==> src/rtl/gremlin_dac_out_if.sv <==
// Register bus between the bus front-end and the gremlin palette DAC output stage.
// The front-end (master) issues single-cycle write/read strobes that are already in the pixel
// clock domain; the DAC (slave) returns registered read data.
interface gremlin_dac_out_if;
  logic       reg_wr;
  logic       reg_rd;
  logic [1:0] reg_addr;
  logic [7:0] reg_din;
  logic [7:0] reg_dout;

  modport master (
    output reg_wr,
    output reg_rd,
    output reg_addr,
    output reg_din,
    input  reg_dout
  );

  modport slave (
    input  reg_wr,
    input  reg_rd,
    input  reg_addr,
    input  reg_din,
    output reg_dout
  );
endinterface

==> src/rtl/gremlin_dac_out.sv <==
// gremlin_dac_out: programmable palette DAC between the display core and the VGA pins.
// Pixel indices go through a 2-stage pipe (lookup, then blanking); syncs are delayed to match
// and polarity-adjusted. The palette is loaded as R, G, B byte triples through a data port.
// Optional build macro DAC_READBACK_EN adds a second palette read port so the data port can
// also be read back channel by channel; without it, data-port reads return zero.
module gremlin_dac_out #(
  parameter int IDX_W     = 4,
  parameter int RED_W     = 6,
  parameter int GREEN_W   = 7,
  parameter int BLUE_W    = 6,
  parameter bit HSYNC_POL = 1'b1,
  parameter bit VSYNC_POL = 1'b1
) (
  input  logic                clk,
  input  logic                busreset,
  gremlin_dac_out_if.slave    bus,
  input  logic [IDX_W-1:0]    pix_idx,
  input  logic                blank_in,
  input  logic                hsync_in,
  input  logic                vsync_in,
  output logic [RED_W-1:0]    red,
  output logic [GREEN_W-1:0]  green,
  output logic [BLUE_W-1:0]   blue,
  output logic                hsync_out,
  output logic                vsync_out
);

  localparam int ENTRIES = 2 ** IDX_W;
  localparam int PAL_W   = RED_W + GREEN_W + BLUE_W;

  typedef enum logic [1:0] {
    SUB_R = 2'd0,
    SUB_G = 2'd1,
    SUB_B = 2'd2
  } sub_t;

  // Palette entries are packed {R, G, B}, red in the MSBs.
  logic [PAL_W-1:0]   palette [ENTRIES];

  sub_t               wr_sub;
  sub_t               wr_sub_nxt;
  logic               commit;
  logic [IDX_W-1:0]   wr_idx;
  logic [IDX_W-1:0]   rd_idx;
  logic [RED_W-1:0]   stage_r;
  logic [GREEN_W-1:0] stage_g;
  logic               pal_en;
  logic [7:0]         dout_q;

  logic               sel_wr_idx;
  logic               sel_data;
  logic               sel_rd_idx;
  logic               sel_ctrl;

  assign sel_wr_idx = bus.reg_wr && (bus.reg_addr == 2'd0);
  assign sel_data   = bus.reg_wr && (bus.reg_addr == 2'd1);
  assign sel_rd_idx = bus.reg_wr && (bus.reg_addr == 2'd2);
  assign sel_ctrl   = bus.reg_wr && (bus.reg_addr == 2'd3);

  // Replicates the pixel index MSB-first across a byte, giving the grey ramp used when the
  // palette is disabled; each channel then takes the top bits it needs.
  function automatic logic [7:0] grey_byte(input logic [IDX_W-1:0] idx);
    logic [7:0] rep;
    rep = '0;
    for (int j = 0; j < 8; j++) begin
      rep[7-j] = idx[IDX_W-1-(j % IDX_W)];
    end
    return rep;
  endfunction

  // Write sequencer next state: an index write restarts at R, the B data write commits.
  always_comb begin
    wr_sub_nxt = wr_sub;
    commit     = 1'b0;
    if (sel_wr_idx) begin
      wr_sub_nxt = SUB_R;
    end else if (sel_data) begin
      case (wr_sub)
        SUB_R:   wr_sub_nxt = SUB_G;
        SUB_G:   wr_sub_nxt = SUB_B;
        default: begin
          wr_sub_nxt = SUB_R;
          commit     = 1'b1;
        end
      endcase
    end
  end

  // Write sequencer state register; reset discards any partially written triple.
  always_ff @(posedge clk or posedge busreset) begin
    if (busreset) begin
      wr_sub <= SUB_R;
    end else begin
      wr_sub <= wr_sub_nxt;
    end
  end

  // Write index, R/G staging and control register.
  always_ff @(posedge clk or posedge busreset) begin
    if (busreset) begin
      wr_idx  <= '0;
      stage_r <= '0;
      stage_g <= '0;
      pal_en  <= 1'b0;
    end else begin
      if (sel_wr_idx) begin
        wr_idx <= bus.reg_din[IDX_W-1:0];
      end else if (commit) begin
        wr_idx <= wr_idx + 1'b1;
      end
      if (sel_data && (wr_sub == SUB_R)) begin
        stage_r <= bus.reg_din[7 -: RED_W];
      end
      if (sel_data && (wr_sub == SUB_G)) begin
        stage_g <= bus.reg_din[7 -: GREEN_W];
      end
      if (sel_ctrl) begin
        pal_en <= bus.reg_din[0];
      end
    end
  end

  // Palette RAM write port; contents deliberately survive reset.
  always_ff @(posedge clk) begin
    if (commit) begin
      palette[wr_idx] <= {stage_r, stage_g, bus.reg_din[7 -: BLUE_W]};
    end
  end

`ifdef DAC_READBACK_EN
  sub_t             rd_sub;
  logic [PAL_W-1:0] rb_entry;
  logic [7:0]       rb_byte;

  assign rb_entry = palette[rd_idx];

  // Selects the channel being read back and left-aligns it into a byte.
  always_comb begin
    rb_byte = 8'h00;
    case (rd_sub)
      SUB_R:   rb_byte = 8'(rb_entry[PAL_W-1 -: RED_W]) << (8 - RED_W);
      SUB_G:   rb_byte = 8'(rb_entry[BLUE_W +: GREEN_W]) << (8 - GREEN_W);
      default: rb_byte = 8'(rb_entry[BLUE_W-1:0]) << (8 - BLUE_W);
    endcase
  end
`endif

  // Register reads and the read index; a same-cycle write wins over a read-side update.
  always_ff @(posedge clk or posedge busreset) begin
    if (busreset) begin
      dout_q <= 8'h00;
      rd_idx <= '0;
`ifdef DAC_READBACK_EN
      rd_sub <= SUB_R;
`endif
    end else begin
      if (bus.reg_rd) begin
        case (bus.reg_addr)
          2'd0: dout_q <= 8'(wr_idx);
          2'd1: begin
`ifdef DAC_READBACK_EN
            dout_q <= rb_byte;
            case (rd_sub)
              SUB_R:   rd_sub <= SUB_G;
              SUB_G:   rd_sub <= SUB_B;
              default: begin
                rd_sub <= SUB_R;
                rd_idx <= rd_idx + 1'b1;
              end
            endcase
`else
            dout_q <= 8'h00;
`endif
          end
          2'd2:    dout_q <= 8'(rd_idx);
          default: dout_q <= {7'b0, pal_en};
        endcase
      end
      if (sel_rd_idx) begin
        rd_idx <= bus.reg_din[IDX_W-1:0];
`ifdef DAC_READBACK_EN
        rd_sub <= SUB_R;
`endif
      end
    end
  end

  assign bus.reg_dout = dout_q;

  logic [PAL_W-1:0]   lookup;
  logic [7:0]         grey;
  logic [RED_W-1:0]   s1_r;
  logic [GREEN_W-1:0] s1_g;
  logic [BLUE_W-1:0]  s1_b;
  logic               s1_blank;
  logic               s1_hs;
  logic               s1_vs;

  assign lookup = palette[pix_idx];
  assign grey   = grey_byte(pix_idx);

  // Pixel stage 1: palette lookup or grey ramp, registered with blank and syncs.
  always_ff @(posedge clk or posedge busreset) begin
    if (busreset) begin
      s1_r     <= '0;
      s1_g     <= '0;
      s1_b     <= '0;
      s1_blank <= 1'b0;
      s1_hs    <= 1'b0;
      s1_vs    <= 1'b0;
    end else begin
      if (pal_en) begin
        s1_r <= lookup[PAL_W-1 -: RED_W];
        s1_g <= lookup[BLUE_W +: GREEN_W];
        s1_b <= lookup[BLUE_W-1:0];
      end else begin
        s1_r <= grey[7 -: RED_W];
        s1_g <= grey[7 -: GREEN_W];
        s1_b <= grey[7 -: BLUE_W];
      end
      s1_blank <= blank_in;
      s1_hs    <= hsync_in;
      s1_vs    <= vsync_in;
    end
  end

  // Pixel stage 2: blanking forces black, syncs take their output polarity.
  always_ff @(posedge clk or posedge busreset) begin
    if (busreset) begin
      red       <= '0;
      green     <= '0;
      blue      <= '0;
      hsync_out <= ~HSYNC_POL;
      vsync_out <= ~VSYNC_POL;
    end else begin
      red       <= s1_blank ? '0 : s1_r;
      green     <= s1_blank ? '0 : s1_g;
      blue      <= s1_blank ? '0 : s1_b;
      hsync_out <= s1_hs ? HSYNC_POL : ~HSYNC_POL;
      vsync_out <= s1_vs ? VSYNC_POL : ~VSYNC_POL;
    end
  end

endmodule

==> src/flat_wrapper.sv <==
// flat-port wrapper written by rule: the top's interface ports become plain ports
module gremlin_dac_out_flat 
#(
  parameter int IDX_W     = 4,
  parameter int RED_W     = 6,
  parameter int GREEN_W   = 7,
  parameter int BLUE_W    = 6,
  parameter bit HSYNC_POL = 1'b1,
  parameter bit VSYNC_POL = 1'b1
)
  (clk, busreset, pix_idx, blank_in, hsync_in, vsync_in, red, green, blue, hsync_out, vsync_out, bus_reg_wr, bus_reg_rd, bus_reg_addr, bus_reg_din, bus_reg_dout);
  gremlin_dac_out_if bus_i ();
  input  logic clk;
  input  logic busreset;
  input  logic [IDX_W-1:0] pix_idx;
  input  logic blank_in;
  input  logic hsync_in;
  input  logic vsync_in;
  output logic [RED_W-1:0] red;
  output logic [GREEN_W-1:0] green;
  output logic [BLUE_W-1:0] blue;
  output logic hsync_out;
  output logic vsync_out;
  input wire logic [$bits(bus_i.reg_wr)-1:0] bus_reg_wr;
  input wire logic [$bits(bus_i.reg_rd)-1:0] bus_reg_rd;
  input wire logic [$bits(bus_i.reg_addr)-1:0] bus_reg_addr;
  input wire logic [$bits(bus_i.reg_din)-1:0] bus_reg_din;
  output wire logic [$bits(bus_i.reg_dout)-1:0] bus_reg_dout;
  assign bus_i.reg_wr = bus_reg_wr;
  assign bus_i.reg_rd = bus_reg_rd;
  assign bus_i.reg_addr = bus_reg_addr;
  assign bus_i.reg_din = bus_reg_din;
  assign bus_reg_dout = bus_i.reg_dout;
  gremlin_dac_out #(.IDX_W(IDX_W), .RED_W(RED_W), .GREEN_W(GREEN_W), .BLUE_W(BLUE_W), .HSYNC_POL(HSYNC_POL), .VSYNC_POL(VSYNC_POL)) u_core (.clk(clk), .busreset(busreset), .bus(bus_i), .pix_idx(pix_idx), .blank_in(blank_in), .hsync_in(hsync_in), .vsync_in(vsync_in), .red(red), .green(green), .blue(blue), .hsync_out(hsync_out), .vsync_out(vsync_out));
endmodule
==> config.mk <==
export PLATFORM = sky130hd
export DESIGN_NAME = gremlin_dac_out_flat
export DESIGN_NICKNAME = d
export VERILOG_FILES = /design/src/rtl/gremlin_dac_out_if.sv /design/src/rtl/gremlin_dac_out.sv /design/src/flat_wrapper.sv
export SDC_FILE = /design/constraint.sdc
export NUM_CORES = 1
export LEC_CHECK = 0
export ABC_CLOCK_PERIOD_IN_PS = 5660
export CAP_MARGIN = 40
export CORE_MARGIN = 4
export CORE_UTILIZATION = 54
export CTS_BUF_LIST = sky130_fd_sc_hd__clkbuf_8
export DETAILED_ROUTE_END_ITERATION = 10
export PLACE_DENSITY = 0.83
export SYNTH_ARGS = -nofsm -noshare
export SYNTH_HDL_FRONTEND = slang
export SYNTH_SLANG_ARGS = --single-unit
==> constraint.sdc <==
create_clock -name clk -period 5.66 [get_ports clk]
set_input_delay 1.132 -clock clk [delete_from_list [all_inputs] [get_ports clk]]
set_output_delay 1.132 -clock clk [all_outputs]
set_load 0.02 [all_outputs]
==> summary.txt <==
Status
  • Status: complete, no violations

Power
  • Logic gate share of total power: approximately 6.6%
  • Psw: around 1.5 mW
  • Total power: slightly below 6 mW
  • Reg power frac: between 50% and 60%
  • Switching share of total power: roughly 25%
  • Worst vdd ir: 0.000225 V
  • Internal power: around 4.5 mW
  • Lkg Pwr: between 5 and 6 nW
  • Clock network fraction of total power: about a third
  • P per Cell Area: about 360 nW/um^2

Clocking
  • Clock slew at reported path FFs: around 0.060 ns
  • Resize count post-CTS: 0
  • Clock sinks: roughly 380
  • Htree depth: 2
  • Post-CTS Setup Bufs: 0
  • Clock Latency Late Sink: just under 0.6 ns
  • CTS tree: yes
  • CTS Hold Bufs: 0
  • Clock root cell: clkbuf_8
  • TritonCTS Buffers: 56
  • Clock buffer depth: 3

Worst hold path
  • Min-delay worst type: reg -> reg

Worst setup path
  • Reg2reg setup slack: around 3.5 ns
  • Critical Path AT: 3.32 ns
  • Launch point of the critical path: bus_reg_addr[1]
  • FF-to-FF End: u_core.palette[4][8]
  • Crit path kind: in -> reg
  • Crit-path max FO: 11
  • Setup crit start kind: primary input
  • Required @ worst endpoint: just under 6 ns
  • RR Startpoint: u_core.wr_sub[1]
  • CP endpoint kind: register
  • FF-to-FF path depth: 4
  • Worst Setup EP: u_core.palette[4][8]

Synthesis
  • Number of flops mapped to enable cells by yosys: 304
  • Ys async rst share: 18.9%
  • Avg Inst Size Synth: approximately 21 um^2
  • Flops & latches, synth: about 380
  • Top post-synthesis cells by count: 304 x edfxtp_1, 71 x dfrtp_1, 68 x mux4_2, 36 x mux2_2, 29 x a21oi_1
  • Post-synth top area share: between 60% and 70%
  • Primary FF master, synth: edfxtp_1
  • Top post-synthesis cells by area: edfxtp_1 64%, dfrtp_1 12%, mux4_2 11%
  • Register area share after synthesis: 76.6%
  • Synth warnings: 0
  • Mapped Cells: 680
  • Mapped Area: 14,200 um^2
  • Area leader, netlist: edfxtp_1
  • Number of distinct library cells after synthesis: 38
  • Top-count cell post-synth: edfxtp_1

Die
  • Die height: 170 um
  • Die W: roughly 170 um
  • Die ar.: slightly below 30,000 um^2
  • Core area: roughly 26,000 um^2
  • Starting Density: between 50% and 60%
  • FP Rows: slightly below 60
  • I/O pin cnt: 50

Final layout
  • Syn-to-layout area delta: 14.4%
  • Ant. Diodes: 0
  • Proportion of layout cells with a drive suffix above 1: 26.9%
  • Fin util: between 60% and 70%
  • Fin nets: 797
  • FILL cells: around 1,700

GRT
  • GR Util All Layers: around 22%
  • Vias in the first global route: about 7,400
  • Initial antenna violation count: 0
  • Largest net degree at the start of global routing: 56
  • Global-route wire length before repair: 46.4 mm
  • Grt total ovfl: 0

Run
  • Max cap viols: 0

Place
  • DP HPWL: ~19 mm
  • Port bufs: 45
  • GPL Wtd Cong: 0.842

STA
  • Total negative slack: 0 ns
  • Final Cycle Share: around 54%
  • Fin Hold WS: about 0.36 ns
  • Final Max Slew Viols: 0
  • Setup violators final: 0
  • Tightest Pin Transition: 0.932 ns
  • RSZ-0062 raised after global routing: false
  • Hold Fails Final Rpt: 0
  • Peak Freq: 0.330 GHz
  • Final setup skew: 0.0159 ns
  • Fin crit period: 3.03 ns
  • Worst relative slew slack: roughly 38%

Drt
  • Via-to-Cell Ratio: slightly above 6
  • DRT Wirelength: between 30 and 40 mm
  • Drt wl/cell: around 27 um
  • Number of remaining DRC errors: 0
  • Post-DRT Antenna Nets: 0
  • Pre-Repair DR Iteration Count: 5
  • Vias post-DR: ~7,000
  • Iter 0 DRT Violations: between 700 and 800
==> kinds of logic after synthesis <==
group                    count (synthesis)  synth area share [%]
adder cells (fa/ha/maj)                  4                 0.352
AO/OA/AOI/OAI                           47                  1.89
AND/OR/NAND/NOR                         77                  2.88
flip-flops                             375                  76.6
other                                    1                0.0264
XOR/XNOR                                 1                0.0616
multiplexers                           131                  16.4
buffers and inverters                   44                  1.72
==> cell type report <==
class                   instances  area [um^2]  area share (%)
clock buffers                  64          881            5.41
well taps                     335          419            2.58
repair buffers                 69          742            4.56
multi-input cells             264         3140            19.3
flip-flops and latches        375        10900            67.0
clock inverters                40          163            1.00
inverters                       6         23.8           0.146
==> per-layer routing <==
metal / GRT usage (%) / wire length, um
met5: 0 / 0
met2: 34.0 / 14900
met1: 30.7 / 11800
met4: 10.2 / 1300
met3: 4.76 / 2920
==> placed cells by master (no fill, tap or decap), drive strengths merged <==
cell type / Yosys / routed
a22oi: 5 / 5
o22ai: 3 / 3
nor2: 16 / 16
dfrtp: 71 / 71
conb: 1 / 4
o31ai: 2 / 2
and2: 2 / 2
a31oi: 4 / 4
ha: 4 / 4
nand3: 4 / 4
nand2b: 5 / 5
nand4: 3 / 3
a21oi: 29 / 29
clkdlybuf4s50: 0 / 41
and3: 1 / 1
edfxtp: 304 / 304
o21ai: 2 / 2
mux4: 76 / 76
mux2i: 19 / 19
clkbuf: 9 / 64
buf: 29 / 28
clkinvlp: 0 / 2
nor3b: 1 / 1
a221o: 1 / 1
nor2b: 22 / 22
a21o: 1 / 1
nor3: 5 / 5
nand3b: 3 / 3
clkinv: 0 / 11
mux2: 36 / 36
inv: 6 / 33
nand2: 14 / 14
xor2: 1 / 1
and4b: 1 / 1
==> worst max-delay path: stages <==
cell,delay (ns)
clkdlybuf4s50_1,0.59
and4b_1,0.55
nand2_1,0.23
nor2_2,0.57
buf_6,0.24
==> metrics by stage <==
step	instances	cell area (um^2)	worst slack [ns]
2_1_floorplan	683	14200	1.94
3_3_place_gp	1034	15000	1.92
3_5_place_dp	1049	15200	2.03
4_1_cts	1153	16300	2.68
5_1_grt	1153	16300	2.51
6_report	1153	16300	2.63
==> state kept, by name, indices dropped and copies added (netlist names), 4 cells and up <==
name	count
u_core.s1_r	6
u_core.rd_idx	4
u_core.red	6
u_core.bus.reg_dout	4
u_core.wr_idx	4
u_core.palette	304
u_core.s1_b	6
u_core.s1_g	7
u_core.stage_r	6
u_core.stage_g	7
u_core.blue	6
u_core.green	7
==> how the worst min path moves through the flow <==
stage / from / endpoint / slack, ns / cells past startpoint
floorplan: u_core.s1_hs / u_core.hsync_out / 0.33 / 0
global placement: u_core.s1_hs / u_core.hsync_out / 0.34 / 0
detailed placement: u_core.s1_hs / u_core.hsync_out / 0.34 / 0
CTS: u_core.s1_hs / u_core.hsync_out / 0.36 / 0
global route: u_core.s1_hs / u_core.hsync_out / 0.36 / 0
finish: u_core.s1_vs / u_core.vsync_out / 0.36 / 0
==> power by group through the flow <==
| stage | clock network [mW] | registers [mW] | logic [mW] |
|---|---|---|---|
| floorplan | 0 | 3.45 | 0.237 |
| global placement | 0 | 3.55 | 0.369 |
| detailed placement | 0 | 3.58 | 0.392 |
| CTS | 2.04 | 3.52 | 0.395 |
| global route | 2.18 | 3.55 | 0.419 |
| finish | 2.00 | 3.53 | 0.389 |
Power figures use the tool's default switching activity.
